`src/rtl/pe_array_seq.sv`:
```
// Tile sequencer for pe_array: streams activation/weight operands per output tile,
// clears the accumulators and writes each tile result to the output buffer.
module pe_array_seq #(
    parameter int MAC_NUM = 10,
    parameter int BW_ACT  = 8,
    parameter int BW_WET  = 8,
    parameter int IA_H    = 100,
    parameter int IA_W    = 150,
    parameter int OA_W    = 16,
    parameter int RES_LAT = 2
) (
    input  logic                                     clk,
    input  logic                                     reset_n,
    input  logic                                     start,
    input  logic [7:0]                               shift_num,
    output logic                                     busy,
    output logic                                     done,
    output logic                                     act_rd_en,
    output logic [$clog2(IA_H/MAC_NUM*IA_W)-1:0]     act_rd_addr,
    input  logic [MAC_NUM*BW_ACT-1:0]                act_rd_data,
    output logic                                     wet_rd_en,
    output logic [$clog2(IA_W*OA_W)-1:0]             wet_rd_addr,
    input  logic [BW_WET-1:0]                        wet_rd_data,
    output logic                                     PE_mac_enable,
    output logic                                     PE_clear_acc,
    output logic [MAC_NUM*BW_ACT-1:0]                PE_act_in,
    output logic [BW_WET-1:0]                        PE_wet_in,
    output logic [7:0]                               PE_res_shift_num,
    input  logic [MAC_NUM*BW_ACT-1:0]                PE_result_out,
    output logic                                     out_wr_en,
    output logic [$clog2(IA_H/MAC_NUM*OA_W)-1:0]     out_wr_addr,
    output logic [MAC_NUM*BW_ACT-1:0]                out_wr_data
);

    localparam int TILES_J = IA_H / MAC_NUM;
    localparam int ACT_AW  = $clog2(TILES_J * IA_W);
    localparam int WET_AW  = $clog2(IA_W * OA_W);
    localparam int OUT_AW  = $clog2(TILES_J * OA_W);
    localparam int IW      = (IA_W > 1) ? $clog2(IA_W) : 1;
    localparam int JW      = (TILES_J > 1) ? $clog2(TILES_J) : 1;
    localparam int MW      = (OA_W > 1) ? $clog2(OA_W) : 1;
    localparam int CW      = (RES_LAT > 2) ? $clog2(RES_LAT - 1) : 1;

    localparam logic [IW-1:0] I_LAST = IW'(IA_W - 1);
    localparam logic [JW-1:0] J_LAST = JW'(TILES_J - 1);
    localparam logic [MW-1:0] M_LAST = MW'(OA_W - 1);
    localparam logic [CW-1:0] C_LAST = CW'((RES_LAT >= 2) ? RES_LAT - 2 : 0);

    typedef enum logic [2:0] {
        S_IDLE, S_FETCH, S_DRAIN, S_CLEAR, S_WAIT, S_WRITE
    } state_e;

    state_e              state_q;
    logic [IW-1:0]       i_q;
    logic [JW-1:0]       j_q, j_d;
    logic [MW-1:0]       m_q, m_d;
    logic [CW-1:0]       wait_q;
    logic                busy_q, done_q, rd_en_q, opnd_vld_q, clear_q, wr_en_q;
    logic [ACT_AW-1:0]   act_addr_q;
    logic [WET_AW-1:0]   wet_addr_q;
    logic [OUT_AW-1:0]   out_addr_q;
    logic [7:0]          shift_q;
    logic                last_j, last_tile;

    assign last_j    = (j_q == J_LAST);
    assign last_tile = last_j && (m_q == M_LAST);

    // Next tile coordinates: j is the inner loop, m advances when j wraps.
    always_comb begin
        j_d = last_j ? '0 : j_q + JW'(1);
        m_d = last_j ? m_q + MW'(1) : m_q;
    end

    // NOTE: sequential state uses non-blocking assignments only, and every register
    // (including addresses and control outputs) is cleared by the async reset.
    always_ff @(posedge clk or negedge reset_n) begin
        if (!reset_n) begin
            state_q    <= S_IDLE;
            i_q        <= '0;
            j_q        <= '0;
            m_q        <= '0;
            wait_q     <= '0;
            busy_q     <= 1'b0;
            done_q     <= 1'b0;
            rd_en_q    <= 1'b0;
            opnd_vld_q <= 1'b0;
            clear_q    <= 1'b0;
            wr_en_q    <= 1'b0;
            act_addr_q <= '0;
            wet_addr_q <= '0;
            out_addr_q <= '0;
            shift_q    <= '0;
        end else begin
            case (state_q)
                S_IDLE: begin
                    done_q <= 1'b0;
                    if (start) begin
                        state_q    <= S_FETCH;
                        busy_q     <= 1'b1;
                        rd_en_q    <= 1'b1;
                        i_q        <= '0;
                        j_q        <= '0;
                        m_q        <= '0;
                        act_addr_q <= '0;
                        wet_addr_q <= '0;
                        shift_q    <= shift_num;
                    end
                end
                S_FETCH: begin
                    // Each issued read returns data next cycle, which is an operand cycle.
                    opnd_vld_q <= 1'b1;
                    if (i_q == I_LAST) begin
                        state_q <= S_DRAIN;
                        rd_en_q <= 1'b0;
                    end else begin
                        i_q        <= i_q + IW'(1);
                        act_addr_q <= act_addr_q + ACT_AW'(1);
                        wet_addr_q <= wet_addr_q + WET_AW'(OA_W);
                    end
                end
                S_DRAIN: begin
                    opnd_vld_q <= 1'b0;
                    clear_q    <= 1'b1;
                    state_q    <= S_CLEAR;
                end
                S_CLEAR: begin
                    clear_q <= 1'b0;
                    wait_q  <= '0;
                    if (RES_LAT == 1) begin
                        state_q    <= S_WRITE;
                        wr_en_q    <= 1'b1;
                        out_addr_q <= OUT_AW'(j_q) * OUT_AW'(OA_W) + OUT_AW'(m_q);
                    end else begin
                        state_q <= S_WAIT;
                    end
                end
                S_WAIT: begin
                    if (wait_q == C_LAST) begin
                        state_q    <= S_WRITE;
                        wr_en_q    <= 1'b1;
                        out_addr_q <= OUT_AW'(j_q) * OUT_AW'(OA_W) + OUT_AW'(m_q);
                    end else begin
                        wait_q <= wait_q + CW'(1);
                    end
                end
                S_WRITE: begin
                    wr_en_q <= 1'b0;
                    if (last_tile) begin
                        state_q <= S_IDLE;
                        busy_q  <= 1'b0;
                        done_q  <= 1'b1;
                    end else begin
                        state_q    <= S_FETCH;
                        rd_en_q    <= 1'b1;
                        i_q        <= '0;
                        j_q        <= j_d;
                        m_q        <= m_d;
                        act_addr_q <= ACT_AW'(j_d) * ACT_AW'(IA_W);
                        wet_addr_q <= WET_AW'(m_d);
                    end
                end
                default: state_q <= S_IDLE;
            endcase
        end
    end

    // NOTE: operand and write-data buses are registered-flag gates over buffer/PE data,
    // giving same-cycle pass-through while staying zero whenever the flag is low.
    assign PE_act_in        = opnd_vld_q ? act_rd_data : '0;
    assign PE_wet_in        = opnd_vld_q ? wet_rd_data : '0;
    assign out_wr_data      = wr_en_q ? PE_result_out : '0;

    assign busy             = busy_q;
    assign done             = done_q;
    assign act_rd_en        = rd_en_q;
    assign wet_rd_en        = rd_en_q;
    assign act_rd_addr      = act_addr_q;
    assign wet_rd_addr      = wet_addr_q;
    assign PE_mac_enable    = busy_q;
    assign PE_clear_acc     = clear_q;
    assign PE_res_shift_num = shift_q;
    assign out_wr_en        = wr_en_q;
    assign out_wr_addr      = out_addr_q;

endmodule
```
`config.mk`:
```
export PLATFORM = sky130hd
export DESIGN_NAME = pe_array_seq
export DESIGN_NICKNAME = d
export VERILOG_FILES = /design/src/rtl/pe_array_seq.sv
export SDC_FILE = /design/constraint.sdc
export NUM_CORES = 1
export LEC_CHECK = 0
export CORE_AREA = 2 2 153 155
export DETAILED_ROUTE_END_ITERATION = 8
export DIE_AREA = 0 0 155 157
export SYNTH_ARGS = -nofsm -noshare
export SYNTH_HDL_FRONTEND = slang
export SYNTH_SLANG_ARGS = --single-unit
```
`constraint.sdc`:
```
create_clock -name clk -period 3.6 [get_ports clk]
set_clock_uncertainty 0.15 [all_clocks]
set_input_delay 0.36 -clock clk [delete_from_list [all_inputs] [get_ports clk]]
set_output_delay 0.36 -clock clk [all_outputs]
set_load 0.03 [all_outputs]
```
==> results.md <==
- Starting DRT DRC Count: 260
- Number of enable flip-flop cells after synthesis: 0
- # fillers: 2271
- Combinational power share: 67.0%
- Clock buffer depth: 2
- Number of port buffers: 392
- Die ar.: 24300 um^2
- Fmax: 304 MHz
- RePlAce Congestion: 0.794
- WL/cell: 19.2 um
- #FFs+latches synth: 64
- Area leader, netlist: dfrtp_1
- IO Pins: 393
- Fraction of layout cells with a size suffix above 1: 5.10%
- Gr ovfl total: 0
- Total GRT Usage: 17.7%
- Switching portion of total power: 48.4%
- Core area: 22500 um^2
- FF-to-FF Start: j_q[0]
- CTS HTree Levels: 3
- Register area share after synthesis: 35.0%
- Detailed Place HPWL: 19200 um
- Post-synth top area share: 35.0%
- Critical Path Start Type: flip-flop
- RR Endpoint: act_rd_addr[10]
- Unrepaired setup endpoints after global routing: no
- Final Setup Violations: 0
- Top FF cell, synth: dfrtp_1
- Leak pwr: 3.80 nW
- Ranking of synthesized cells by area: dfrtp_1 (35%), and2_1 (23%), ha_1 (5.5%)
- Area delta synth->final: 99.8%
- Via count: 5182
- Max IR drop VDD: 357 uV
- Clock power share: 14.3%
- Unique masters post-synth: 50
- Syn Std Cell Area: 4580 um^2
- Die span in y: 157 um
- Net switching power: 3.19 mW
- Synth Warn #: 0
- Largest net degree at the start of global routing: 83
- Crit share post-route: 91.4%
- Post-synth ARST share: 100%
- Worst stage delay on the critical path: 0.44 ns
- Final Hold Viols: 0
- CP max-delay cell: dfrtp_1
- Initial core utilization: 20.4%
- Pwr/cell area: 720 nW/um^2
- Most frequent cells in the layout: clkdlybuf4s50_1 (391), and2_1 (170), dfrtp_1 (62)
- Final wirelength: 23200 um
- Setup_tns: 0 ns
- Row cnt: 55
- Crit path cell chain: ha_1 -> nor3b_1 -> a21o_1 -> ha_1 -> ha_1 -> ha_1 -> nand3b_1 -> a211oi_1 -> a31oi_1 -> xor2_1 -> o221ai_1
- Overall Power: 6.59 mW
- P_int: 3.40 mW
- Number of cells on the worst reg-to-reg path: 11
- Vias in the first global route: 4965
- Synth Net Count: 736
- Sequential share of power: 18.7%
- Status: complete, no violations
- Mapped Avg Cell Area: 8.55 um^2
- Crit end category: flip-flop
- Fin nets: 1117
- Post-route ant nets: 0
- First-pass GRT wire length: 32500 um
- CTS clk-pin slew, worst paths: 0.06 ns
- Cells after Synth: 536
- Max_slew headroom: 51.8%
- Min Tclk post-route: 3.29 ns
- Worst-Margin Slew: 0.720 ns
- Vias per Instance: 4.28
- DRC viols: 0
- CTS Sinks: 64
- HP Class: input pin to async pin
- DRT Pass-1 Iters: 4
- Worst Path Required: 3.69 ns
- CTS root buffer: clkbuf_16
- CP Data Arrival Time: 3.38 ns
- R2R setup slack: 0.31 ns
- Initial antenna violation count: 1
- Commonest non-fill, non-tap cell in the layout: clkdlybuf4s50_1
- Crit-path max FO: 6
- Die width: 155 um
- Worst path most repeated cell: ha_1
- Final Max Slew Viols: 0
- CTS tree: yes
- Clock latency on the worst-skew pair: 0.33 ns
- Max-cap violations: 0
- CTS buffer count: 9
- Critical setup path kind: flip-flop to flip-flop
per-layer routing:
metal	vias up	GRT usage, %	routed length, um
li1	2552	-	-
met1	2429	24.6	10500
met2	183	28.1	10800
met3	16	4.71	1680
met4	2	2.78	197
met5	-	0	13
kinds of logic after synthesis:
| logic type | after synthesis | share of synthesized area (%) |
|---|---|---|
| multiplexers | 8 | 1.97 |
| XOR/XNOR | 23 | 4.40 |
| buffers and inverters | 44 | 4.37 |
| AO/OA/AOI/OAI | 73 | 10.9 |
| adder cells (fa/ha/maj) | 21 | 5.90 |
| flip-flops | 64 | 35.0 |
| AND/OR/NAND/NOR | 303 | 37.5 |
area by class of cell:
| type | count | area (um^2) | share of cell area, % |
|---|---|---|---|
| inverter | 10 | 37.5 | 0.410 |
| multi-input combinational | 428 | 2790 | 30.4 |
| clock buffer | 11 | 243 | 2.65 |
| antenna | 3 | 7.51 | 0.0820 |
| sequential | 64 | 1600 | 17.5 |
| tap | 285 | 357 | 3.90 |
| clock inverter | 5 | 80.1 | 0.875 |
| timing repair buffer | 404 | 4040 | 44.1 |
worst max path at each step:
stage / start / endpoint / slack (ns) / depth (start not counted)
after floorplan: j_q[0] / act_rd_addr[9] / 0.43 / 14
after global placement: j_q[0] / act_rd_addr[9] / 0.35 / 13
after detailed placement: j_q[0] / act_rd_addr[9] / 0.25 / 13
after CTS: j_q[0] / act_rd_addr[10] / 0.21 / 11
after global routing: j_q[1] / act_rd_addr[9] / 0.006 / 14
final: j_q[0] / act_rd_addr[10] / 0.31 / 11
power groups by stage:
stage                     combinational (mW)  sequential (mW)  clock, mW
after floorplan                         2.40             1.37          0
after global placement                  4.44             1.24          0
after detailed placement                4.45             1.24          0
after CTS                               4.47             1.23      0.961
after global routing                    4.71             1.28      0.993
final                                   4.42             1.23      0.942
metrics by stage:
| stage | util [%] | hold WS [ns] | worst slack, ns | cell area, um^2 | cells |
|---|---|---|---|---|---|
| floorplan | - | -0.0856 | 0.426 | 4580 | 536 |
| global placement | 39.1 | 0.134 | 0.347 | 8810 | 1190 |
| detailed placement | 39.1 | 0.130 | 0.250 | 8810 | 1190 |
| CTS | 40.6 | 0.303 | 0.210 | 9140 | 1207 |
| global route | 40.6 | 0.339 | 0.00640 | 9140 | 1207 |
| finish | 40.7 | 0.299 | 0.311 | 9150 | 1210 |
cells in the mapped netlist, drive strengths merged, types with 3 or more instances:
cell,count
xor2,11
nand3,9
a21oi,8
o21ai,19
a21o,11
a31oi,9
nor3,5
o311ai,3
buf,11
o221ai,4
and3,5
nor2,31
nand3b,4
nand4,7
ha,20
dfrtp,64
o31ai,6
mux2,8
nand2,60
nor3b,3
clkbuf,23
and2,170
xnor2,12
inv,10
sequential cells by signal, summed over array words and instances (netlist names):
signal	cells
j_q	4
m_q	4
PE_res_shift_num	8
out_wr_en	1
act_rd_en	1
act_rd_addr	11
state_q	3
PE_mac_enable	1
i_q	8
PE_clear_acc	1
opnd_vld_q	1
wet_rd_addr	12
out_wr_addr	8
done	1
critical path, delay by kind of cell (launching register included):
kind	cells	cell delay (ns)
AO/OA/AOI/OAI	4	0.93
XOR/XNOR	1	0.15
adder cells (fa/ha/maj)	4	1.19
flip-flops	1	0.44
AND/OR/NAND/NOR	2	0.33
what timing repair did:
item	in CTS	in global routing
hold buffers	1	0
endpoints found under the setup margin	0	2
hold endpoints to repair	13	0
resized for setup	0	1
buffers inserted	0	0
No activity file was read; power rests on OpenSTA's default activity.
